--- src/rtl/cp0_pkg.sv ---
// Shared definitions for the coprocessor-0 interrupt front end: source count,
// source-id encoding and priority constants.
package cp0_pkg;

  localparam int NSRC        = 3;
  localparam int SRC_ID_W    = 2;
  localparam int STACK_DEPTH = 3;
  localparam int DBNC_CNT_W  = 8;

  // Priority equals the source id; higher id wins.
  localparam logic [SRC_ID_W-1:0] PRI_SRC0 = 2'd0;
  localparam logic [SRC_ID_W-1:0] PRI_SRC1 = 2'd1;
  localparam logic [SRC_ID_W-1:0] PRI_SRC2 = 2'd2;

  function automatic logic [SRC_ID_W-1:0] onehot_to_id(input logic [NSRC-1:0] oh);
    logic [SRC_ID_W-1:0] id;
    id = PRI_SRC0;
    if (oh[2])      id = PRI_SRC2;
    else if (oh[1]) id = PRI_SRC1;
    return id;
  endfunction

  function automatic logic [NSRC-1:0] id_to_onehot(input logic [SRC_ID_W-1:0] id);
    return NSRC'(1) << id;
  endfunction

endpackage

--- src/rtl/irq_sync_debounce.sv ---
// One raw interrupt line: multi-flop synchronizer, saturating debounce counter
// and a single-cycle accepted-edge pulse.
module irq_sync_debounce
  import cp0_pkg::*;
#(
  parameter int DEBOUNCE    = 4,
  parameter int SYNC_STAGES = 2
) (
  input  logic clk,
  input  logic reset,
  input  logic raw,
  output logic edge_pulse
);

  localparam logic [DBNC_CNT_W-1:0] CNT_MAX = DBNC_CNT_W'(DEBOUNCE);
  localparam logic [DBNC_CNT_W-1:0] CNT_ARM = DBNC_CNT_W'(DEBOUNCE - 1);

  logic [SYNC_STAGES-1:0] sync_p;
  logic [DBNC_CNT_W-1:0]  cnt;
  logic                   synced;

  assign synced = sync_p[SYNC_STAGES-1];

  always_ff @(posedge clk or negedge reset) begin
    if (!reset) begin
      sync_p <= '0;
      cnt    <= '0;
    end else begin
      sync_p <= {sync_p[SYNC_STAGES-2:0], raw};
      if (!synced)
        cnt <= '0;
      else if (cnt != CNT_MAX)
        cnt <= cnt + DBNC_CNT_W'(1);
    end
  end

  // Fires on the cycle the counter steps onto DEBOUNCE; saturation keeps a
  // held line from firing again until it has been seen low.
  assign edge_pulse = synced && (cnt == CNT_ARM);

endmodule

--- src/rtl/irq_source_ctrl.sv ---
// Interrupt source controller: debounced sources, pending latch, fixed-priority
// filter against the in-service stack, and stack push/pop from CP0 feedback.
module irq_source_ctrl
  import cp0_pkg::*;
#(
  parameter int DEBOUNCE    = 4,
  parameter int SYNC_STAGES = 2
) (
  input  logic            clk,
  input  logic            reset,
  input  logic [NSRC-1:0] irq_raw,
  input  logic            has_exp,
  input  logic            eret,
  output logic [NSRC-1:0] exp_src,
  output logic [NSRC-1:0] pending,
  output logic [NSRC-1:0] in_service,
  output logic [1:0]      depth,
  output logic            err
);

  logic [NSRC-1:0]     edges;
  logic [SRC_ID_W-1:0] stk [STACK_DEPTH];

  logic [NSRC-1:0]     insvc, insvc_pp;
  logic [NSRC-1:0]     grant, grant_pp;
  logic [NSRC-1:0]     pop_mask, pend_pp;
  logic [SRC_ID_W-1:0] top_id, top_pp;
  logic [1:0]          depth_pp;
  logic                do_pop, do_push, err_set;

  for (genvar g = 0; g < NSRC; g++) begin : g_src
    irq_sync_debounce #(
      .DEBOUNCE    (DEBOUNCE),
      .SYNC_STAGES (SYNC_STAGES)
    ) u_dbnc (
      .clk        (clk),
      .reset      (reset),
      .raw        (irq_raw[g]),
      .edge_pulse (edges[g])
    );
  end

  // Highest pending source above the running handler's priority.
  function automatic logic [NSRC-1:0] pick_grant(
    input logic [NSRC-1:0]     pend,
    input logic [NSRC-1:0]     svc,
    input logic [1:0]          dep,
    input logic [SRC_ID_W-1:0] topid
  );
    logic [NSRC-1:0] g;
    g = '0;
    for (int i = NSRC - 1; i >= 0; i--) begin
      if (g == '0 && pend[i] && !svc[i] &&
          (dep == 2'd0 || SRC_ID_W'(i) > topid))
        g[i] = 1'b1;
    end
    return g;
  endfunction

  always_comb begin
    do_pop   = eret && (depth != 2'd0);
    depth_pp = do_pop ? depth - 2'd1 : depth;
    top_id   = (depth == 2'd0)    ? PRI_SRC0 : stk[depth - 2'd1];
    top_pp   = (depth_pp == 2'd0) ? PRI_SRC0 : stk[depth_pp - 2'd1];
    pop_mask = do_pop ? id_to_onehot(top_id) : '0;
    pend_pp  = pending & ~pop_mask;
  end

  always_comb begin
    insvc    = '0;
    insvc_pp = '0;
    for (int i = 0; i < STACK_DEPTH; i++) begin
      if (2'(i) < depth)    insvc    = insvc    | id_to_onehot(stk[i]);
      if (2'(i) < depth_pp) insvc_pp = insvc_pp | id_to_onehot(stk[i]);
    end
  end

  // A push in the same cycle as a pop is judged against the post-pop state.
  always_comb begin
    grant    = pick_grant(pending, insvc, depth, top_id);
    grant_pp = pick_grant(pend_pp, insvc_pp, depth_pp, top_pp);
    do_push  = has_exp && (grant_pp != '0) && (depth_pp != 2'(STACK_DEPTH));
    err_set  = (eret && depth == 2'd0) ||
               (has_exp && (grant_pp == '0 || depth_pp == 2'(STACK_DEPTH)));
  end

  always_ff @(posedge clk or negedge reset) begin
    if (!reset) begin
      pending <= '0;
      depth   <= '0;
      err     <= 1'b0;
      for (int i = 0; i < STACK_DEPTH; i++) stk[i] <= '0;
    end else begin
      // An edge landing on the pop of its own source keeps it pending.
      pending <= pend_pp | edges;
      if (do_push) stk[depth_pp] <= onehot_to_id(grant_pp);
      depth <= depth_pp + (do_push ? 2'd1 : 2'd0);
      if (err_set) err <= 1'b1;
    end
  end

  assign exp_src    = grant;
  assign in_service = insvc;

endmodule

--- config.mk ---
export PLATFORM = sky130hd
export DESIGN_NAME = irq_source_ctrl
export DESIGN_NICKNAME = d
export VERILOG_FILES = /design/src/rtl/cp0_pkg.sv /design/src/rtl/irq_sync_debounce.sv /design/src/rtl/irq_source_ctrl.sv
export SDC_FILE = /design/constraint.sdc
export NUM_CORES = 1
export LEC_CHECK = 0
export ABC_AREA = 1
export CELL_PAD_IN_SITES_DETAIL_PLACEMENT = 1
export CELL_PAD_IN_SITES_GLOBAL_PLACEMENT = 2
export CORE_MARGIN = 2
export CORE_UTILIZATION = 31
export CTS_CLUSTER_SIZE = 25
export DETAILED_ROUTE_END_ITERATION = 8
export HOLD_SLACK_MARGIN = 0.06
export PLACE_DENSITY = 0.78
export SLEW_MARGIN = 20
export SYNTH_ARGS = -nofsm -noshare
export SYNTH_HDL_FRONTEND = slang
export SYNTH_SLANG_ARGS = --single-unit
--- constraint.sdc ---
create_clock -name clk -period 2.8 [get_ports clk]
set_clock_uncertainty 0.1 [all_clocks]
set_input_delay 0.56 -clock clk [delete_from_list [all_inputs] [get_ports clk]]
set_output_delay 0.56 -clock clk [all_outputs]
set_load 0.02 [all_outputs]
# Yosys cells after proc, flatten, opt, wreduce, memory -nomap -nowiden
# Cells that the tools add are included.
# op_classes
addsub	6
n_lt_le_gt_ge	16
n_eq_ne	11
n_shift	4
n_mux	35
n_bitwise	12
n_reduce_logical	46
# op_table
cell	count
8-bit 2-to-1 mux	6
1-bit logical AND	25
8-bit by 1-bit adder with 8-bit output, second input constant	3
8-bit by 2-bit equality test with 1-bit output, second input constant	3
8-bit by 3-bit inequality test with 1-bit output, second input constant	3
3-bit 2-to-1 mux	7
2-bit 2-to-1 mux	10
3-bit OR	5
1-bit by 2-bit << shifter with 3-bit output, first input constant	4
3-bit >= comparator, second input constant	3
2-bit NOT with 3-bit output	3
2-bit binary-select mux with 2-bit select	2
1-bit by 2-bit > comparator with 1-bit output, first input constant	4
2-bit zero test	4
1-bit logical OR	8
1-bit by 2-bit less-than comparator with 1-bit output, first input constant	4
1-bit 2-to-1 mux	8
2-bit inequality test, second input constant	4
6-bit bitwise mux	1
1-bit zero test	6
2-bit demux with 2-bit select	1
2-bit > comparator, first input constant	2
2-bit less-than comparator, first input constant	2
2-bit by 1-bit subtractor with 2-bit output, second input constant	2
9 further kinds	10
# word_totals
register_bits	42
inputBits	7
output_inout_bits	12
word_cells	142

# Logic depth before layout (Yosys ltp)
# Gate-level depths: netlist of run 1.
# logic_depth
ltp_word	28
depth_mapped	21
ltp_nobuf	21

# By module
# A second synthesis of run 1 with hierarchy kept.
# hier_totals
cells_unflattened	368
hier_area_um2	2660.1
# by_module_without_submodules
mod	n_inst	cells_per_inst	area_per_inst_um2	seq_area_each_um2
irq_source_ctrl	1	163	1093.5	300.3
irq_sync_debounce at g_src[1].u_dbnc ...	2	68	519.2	250.2
irq_sync_debounce at g_src[0].u_dbnc	1	69	528.0	250.2

# Worst setup path after synthesis of run 1
# Ideal clock, no wire load.
# synth_timing
path_type	register to output
startpoint	register depth[0]
endpoint	output port exp_src[0]
arrival_ns	2.588
t_required_ns	2.140
slack_ns	-0.448
path_stages_with_launch	6
path_buffers	0
path_cell_list	dfrtp_1 > inv_2 > ha_1 > o311ai_0 > nor2_1 > nor3_1
# synth_via
word_cells_on_any_way	37
classes_between	add/sub (1); order compare (6); mux (10); bitwise (4); reduce/logical (16)
# synth_rtl
item	line_no	text
start: declaration	irq_source_ctrl.sv:17	output logic [1:0] depth,
start signal: assignment	irq_source_ctrl.sv:97	depth <= depth_pp + (do_push ? 2'd1 : 2'd0);
1-bit by 2-bit less-than comparator with 1-bit output	irq_source_ctrl.sv:73	if (2'(i) < depth) insvc = insvc | id_to_onehot(stk[i]);
3-bit 2-to-1 mux	irq_source_ctrl.sv:73	
3-bit OR	irq_source_ctrl.sv:73	
3-bit 2-to-1 mux	irq_source_ctrl.sv:73	
3-bit OR	irq_source_ctrl.sv:73	
3-bit 2-to-1 mux (*)	irq_source_ctrl.sv:73	
net in_service[1]	irq_source_ctrl.sv:16	output logic [NSRC-1:0] in_service,
1-bit zero test (*)	irq_source_ctrl.sv:53	if (g == '0 && pend[i] && !svc[i] &&
1-bit logical AND (*) (2 in series)	irq_source_ctrl.sv:53	
1-bit 2-to-1 mux (*)	irq_source_ctrl.sv:53	
2-bit zero test (*)	irq_source_ctrl.sv:53	
1-bit logical AND (*) (3 in series)	irq_source_ctrl.sv:53	
1-bit 2-to-1 mux (*)	irq_source_ctrl.sv:53	
end: declaration	irq_source_ctrl.sv:14	output logic [NSRC-1:0] exp_src,
# Mark *: on every way through the listed nets, which the timed path passes. The rest lies on a longest branch. The select of a mux whose other input is x is not followed.

# Worst setup path after layout of run 1
# layout_timing
startpoint	register depth[0]
endpoint	output port in_service[1]
# layout_via
elab_chain_cells	6
word_cells_on_any_way	8
classes_between	order compare (3); mux (3); bitwise (2)
# layout_lines
item	line_no
1-bit by 2-bit less-than comparator with 1-bit output	irq_source_ctrl.sv:73
3-bit 2-to-1 mux	irq_source_ctrl.sv:73
3-bit OR	irq_source_ctrl.sv:73
3-bit 2-to-1 mux	irq_source_ctrl.sv:73
3-bit OR	irq_source_ctrl.sv:73
3-bit 2-to-1 mux (*)	irq_source_ctrl.sv:73
end: declaration	irq_source_ctrl.sv:16
# Every way passes the cells marked *; elsewhere a longest branch is shown, timed or not.

==> results of run 1 <==
-- registers in the layout, indices dropped and copies added (netlist names) --
register,count
err,1
g_src.u_dbnc.sync_p,6
pending,3
g_src.u_dbnc.cnt,24
stk,6
depth,2
-- cell usage after synthesis --
| library cell | n | area (um^2) |
|---|---|---|
| clkinv_1 | 2 | 7.510 |
| a32oi_1 | 1 | 8.760 |
| a22oi_1 | 1 | 7.510 |
| o311ai_0 | 1 | 8.760 |
| nor2_1 | 20 | 75.07 |
| nor3b_1 | 2 | 15.01 |
| nor4_1 | 3 | 18.77 |
| nand2_1 | 44 | 165.2 |
| nand3_1 | 19 | 95.09 |
| a21oi_1 | 19 | 95.09 |
| nor2_2 | 7 | 43.79 |
| inv_1 | 53 | 198.9 |
| a211oi_1 | 2 | 15.01 |
| inv_2 | 4 | 15.01 |
| ha_1 | 14 | 175.2 |
| nand2_2 | 5 | 31.28 |
| o211ai_1 | 1 | 7.510 |
| o21ai_2 | 1 | 8.760 |
| nand2_4 | 3 | 33.78 |
| nor3_1 | 12 | 60.06 |
| o31ai_1 | 2 | 15.01 |
| buf_2 | 1 | 5.000 |
| a41oi_1 | 2 | 17.52 |
| o21ai_1 | 1 | 5.000 |
| o41ai_1 | 1 | 8.760 |
| nand3_2 | 5 | 50.05 |
| o21ai_0 | 17 | 85.08 |
| a31oi_1 | 2 | 12.51 |
| nand4_1 | 16 | 100.1 |
| dfrtp_1 | 42 | 1051 |
| a21oi_4 | 1 | 16.27 |
| xnor2_1 | 1 | 8.760 |
-- final timing paths --
check	start	to	slack, ns	cells after the start
min in group clk	g_src[2].u_dbnc.sync_p[0]	g_src[2].u_dbnc.sync_p[1]	0.26	0
max in group asynchronous	reset	g_src[1].u_dbnc.cnt[0]	1.78	2
max reg2reg	depth[0]	depth[1]	0.24	19
min	reset	g_src[2].u_dbnc.cnt[6]	0.13	1
min reg2reg	g_src[2].u_dbnc.sync_p[0]	g_src[2].u_dbnc.sync_p[1]	0.26	0
max	depth[0]	in_service[1]	0.07	5
-- power by group through the flow --
stage / registers (mW) / clock network (mW) / logic (mW)
after floorplan: 0.854 / 0 / 1.11
after global placement: 0.837 / 0 / 1.88
after detailed placement: 0.837 / 0 / 1.91
after CTS: 0.825 / 0.521 / 1.91
after global routing: 0.845 / 0.545 / 2.20
final: 0.826 / 0.497 / 1.97
-- metal layers --
metal | vias up | GRT usage [%] | wire (um)
met1 | 1030 | 21.88 | 3078
met2 | 19 | 27.17 | 3082
li1 | 1106 | - | -
met5 | - | 0 | 0
met4 | 0 | 3.309 | 25
met3 | 2 | 2.176 | 112
-- layout make-up --
cell class | instances | area [um^2] | share of cell area, %
clock buffer | 5 | 68.82 | 2.228
clock inverter | 3 | 48.80 | 1.580
inverter | 59 | 224.0 | 7.250
multi-input combinational | 203 | 1236 | 40.02
sequential | 42 | 1052 | 34.06
tap | 102 | 127.6 | 4.131
timing repair buffer | 39 | 331.6 | 10.73
-- kinds of logic after synthesis --
family          Yosys count
compound gates           52
fa+ha+maj                14
buf+inv                  60
simple gates            136
flops                    42
xor+xnor                  1
-- timing repair --
| item | 4_1_cts | 5_1_grt |
|---|---|---|
| endpoints found under the setup margin | 5 | 13 |
| gates resized for setup | 5 | 14 |
| endpoints found under the hold margin | 0 | 0 |
| hold buffers | 0 | 0 |
| pin swaps | 0 | 1 |
-- through the flow --
stage	hold WS (ns)	TNS, ns
3_5_place_dp	0.2410	-1.755
2_1_floorplan	0.1644	0
6_report	0.1350	0
5_1_grt	0.1519	0
3_3_place_gp	0.2323	-1.268
4_1_cts	0.1535	0
==> impl_results.md, run 1 <==
- Final Core Density: 39.98%
- Register share of total power: 25.1%
- Crit path DAT: 2.07 ns
- Worst path required time: ~2.1 ns
- Routed WL per cell: 13.91 um
- Seq/Total Area, Yosys: 42.70%
- Slew Limit Headroom: 64.45%
- Synthesized area: 2461 um^2
- Internal power: around 1.8 mW
- Main combinational cell family by area after synthesis: simple AND/OR/NAND/NOR gates
- Max-Cap Viols: 0
- Final WL: 6.299 mm
- Gpl congestion: slightly below 0.8
- CTS sink count: 42
- Initial drt markers: 101
- Worst slack at placement: -0.3095 ns
- Finished Cell Area: 3089 um^2
- CP Class: reg -> out
- CP max FO: 4
- Final setup fails: 0
- VDD IR-drop max: 0.0002691 V
- Worst-path clk slew: 0.09 ns
- Vias/cell: ~4.8
- Tot GR Track Use: about 16%
- Commonest non-fill, non-tap cell in the layout: inv_1
- Tcrit/Tclk final: 97.47%
- FMAX: between 300 and 400 MHz
- Leakage: 1.449 nW
- Post-synthesis mux area share: 0%
- Top-Level Pins: 19
- Post-Synth XOR/XNOR Area: 0.3559%
- 1st-pass router iterations: 4
- Final min period: about 2.7 ns
- CP cell instances: ha_1 -> nor2_1 -> nand2_1 -> o311ai_2 -> clkdlybuf4s50_1
- Diode count: 0
- DR vias: roughly 2,200
- Clk_lat worst skew: around 0.29 ns
- Clock power frac: 15.1%
- Non-filler cells, final: roughly 450
- Syn_nets: about 330
- Worst Hold Class: in -> async
- Starting Density: 31.85%
- Die width: 93.10 um
- Synth Area in Simple Gates: approximately 28%
- CTS tree: done
- Critical Path End Type: primary output
- Combinational power share: between 50 and 60%
- Final hold viol count: 0
- PortBufs: 18
- FILL cells: 959
- Yosys reg bits: 42
- Vert. Die Dim: 93.10 um
- Final slew viol count: 0
- Detailed placement HPWL: around 5 mm
- Worst path max stage delay: 0.67 ns
- Power per cell area: between 1000 and 1500 nW/um^2
- Status: finished, final reports clean
- Slowest CP cell: clkdlybuf4s50_1
- Clock Path Buffers: 2
- CP Launch Type: register
- Avg Cell Area, Syn: 8.069 um^2
- Cells after synthesis: just over 300
- Vias in the first global route: 2,295
- Post-DP Area: slightly below 3000 um^2
- Antenna violations before repair: 0
- Die ar.: 8668 um^2
- Tot Pwr: between 3 and 4 mW
- H-tree depth: 2
- Layout area overhead: 25.52%
- Inst Count DP: 445
- Switching Share: 44.94%
- Setup bufs post-CTS: 0
- ANT nets after route: 0
- Yosys warnings: 0
- Most frequent cells in the layout: inv_1 (49), nand2_1 (44), dfrtp_1 (41)
- Grt ovf: 0
- Tightest Pin Transition: 0.5284 ns
- WP buf/inv: 1
- Pin count of the biggest net entering global routing: 23
- CTS buffer count: 5
- Psw: 1.479 mW
- Compound-gate portion of the synthesized area: 12.66%
- Final net count: 371
- Cell variety after synth: 32
- Root buffer cell: clkbuf_8
- RSZ-0062 raised after global routing: no
- Synth Area in Adders: 7.117%
- Final WS setup: 0.07070 ns
- Worst path top cell family by delay: buffers and inverters
- Post-route DRC: 0
- Core Footprint: 7727 um^2
- First-pass GRT wire length: 11.10 mm
- Std-Cell Rows: 32
- Layout cells sized above 1: about a fifth
(Power assumes the default switching activity.)
==> run 2: changes to the inputs <==
- ABC_CLOCK_PERIOD_IN_PS: default -> 2800
==> results of run 2 <==
Final layout, timing and power as in run 1 (identical DEF).
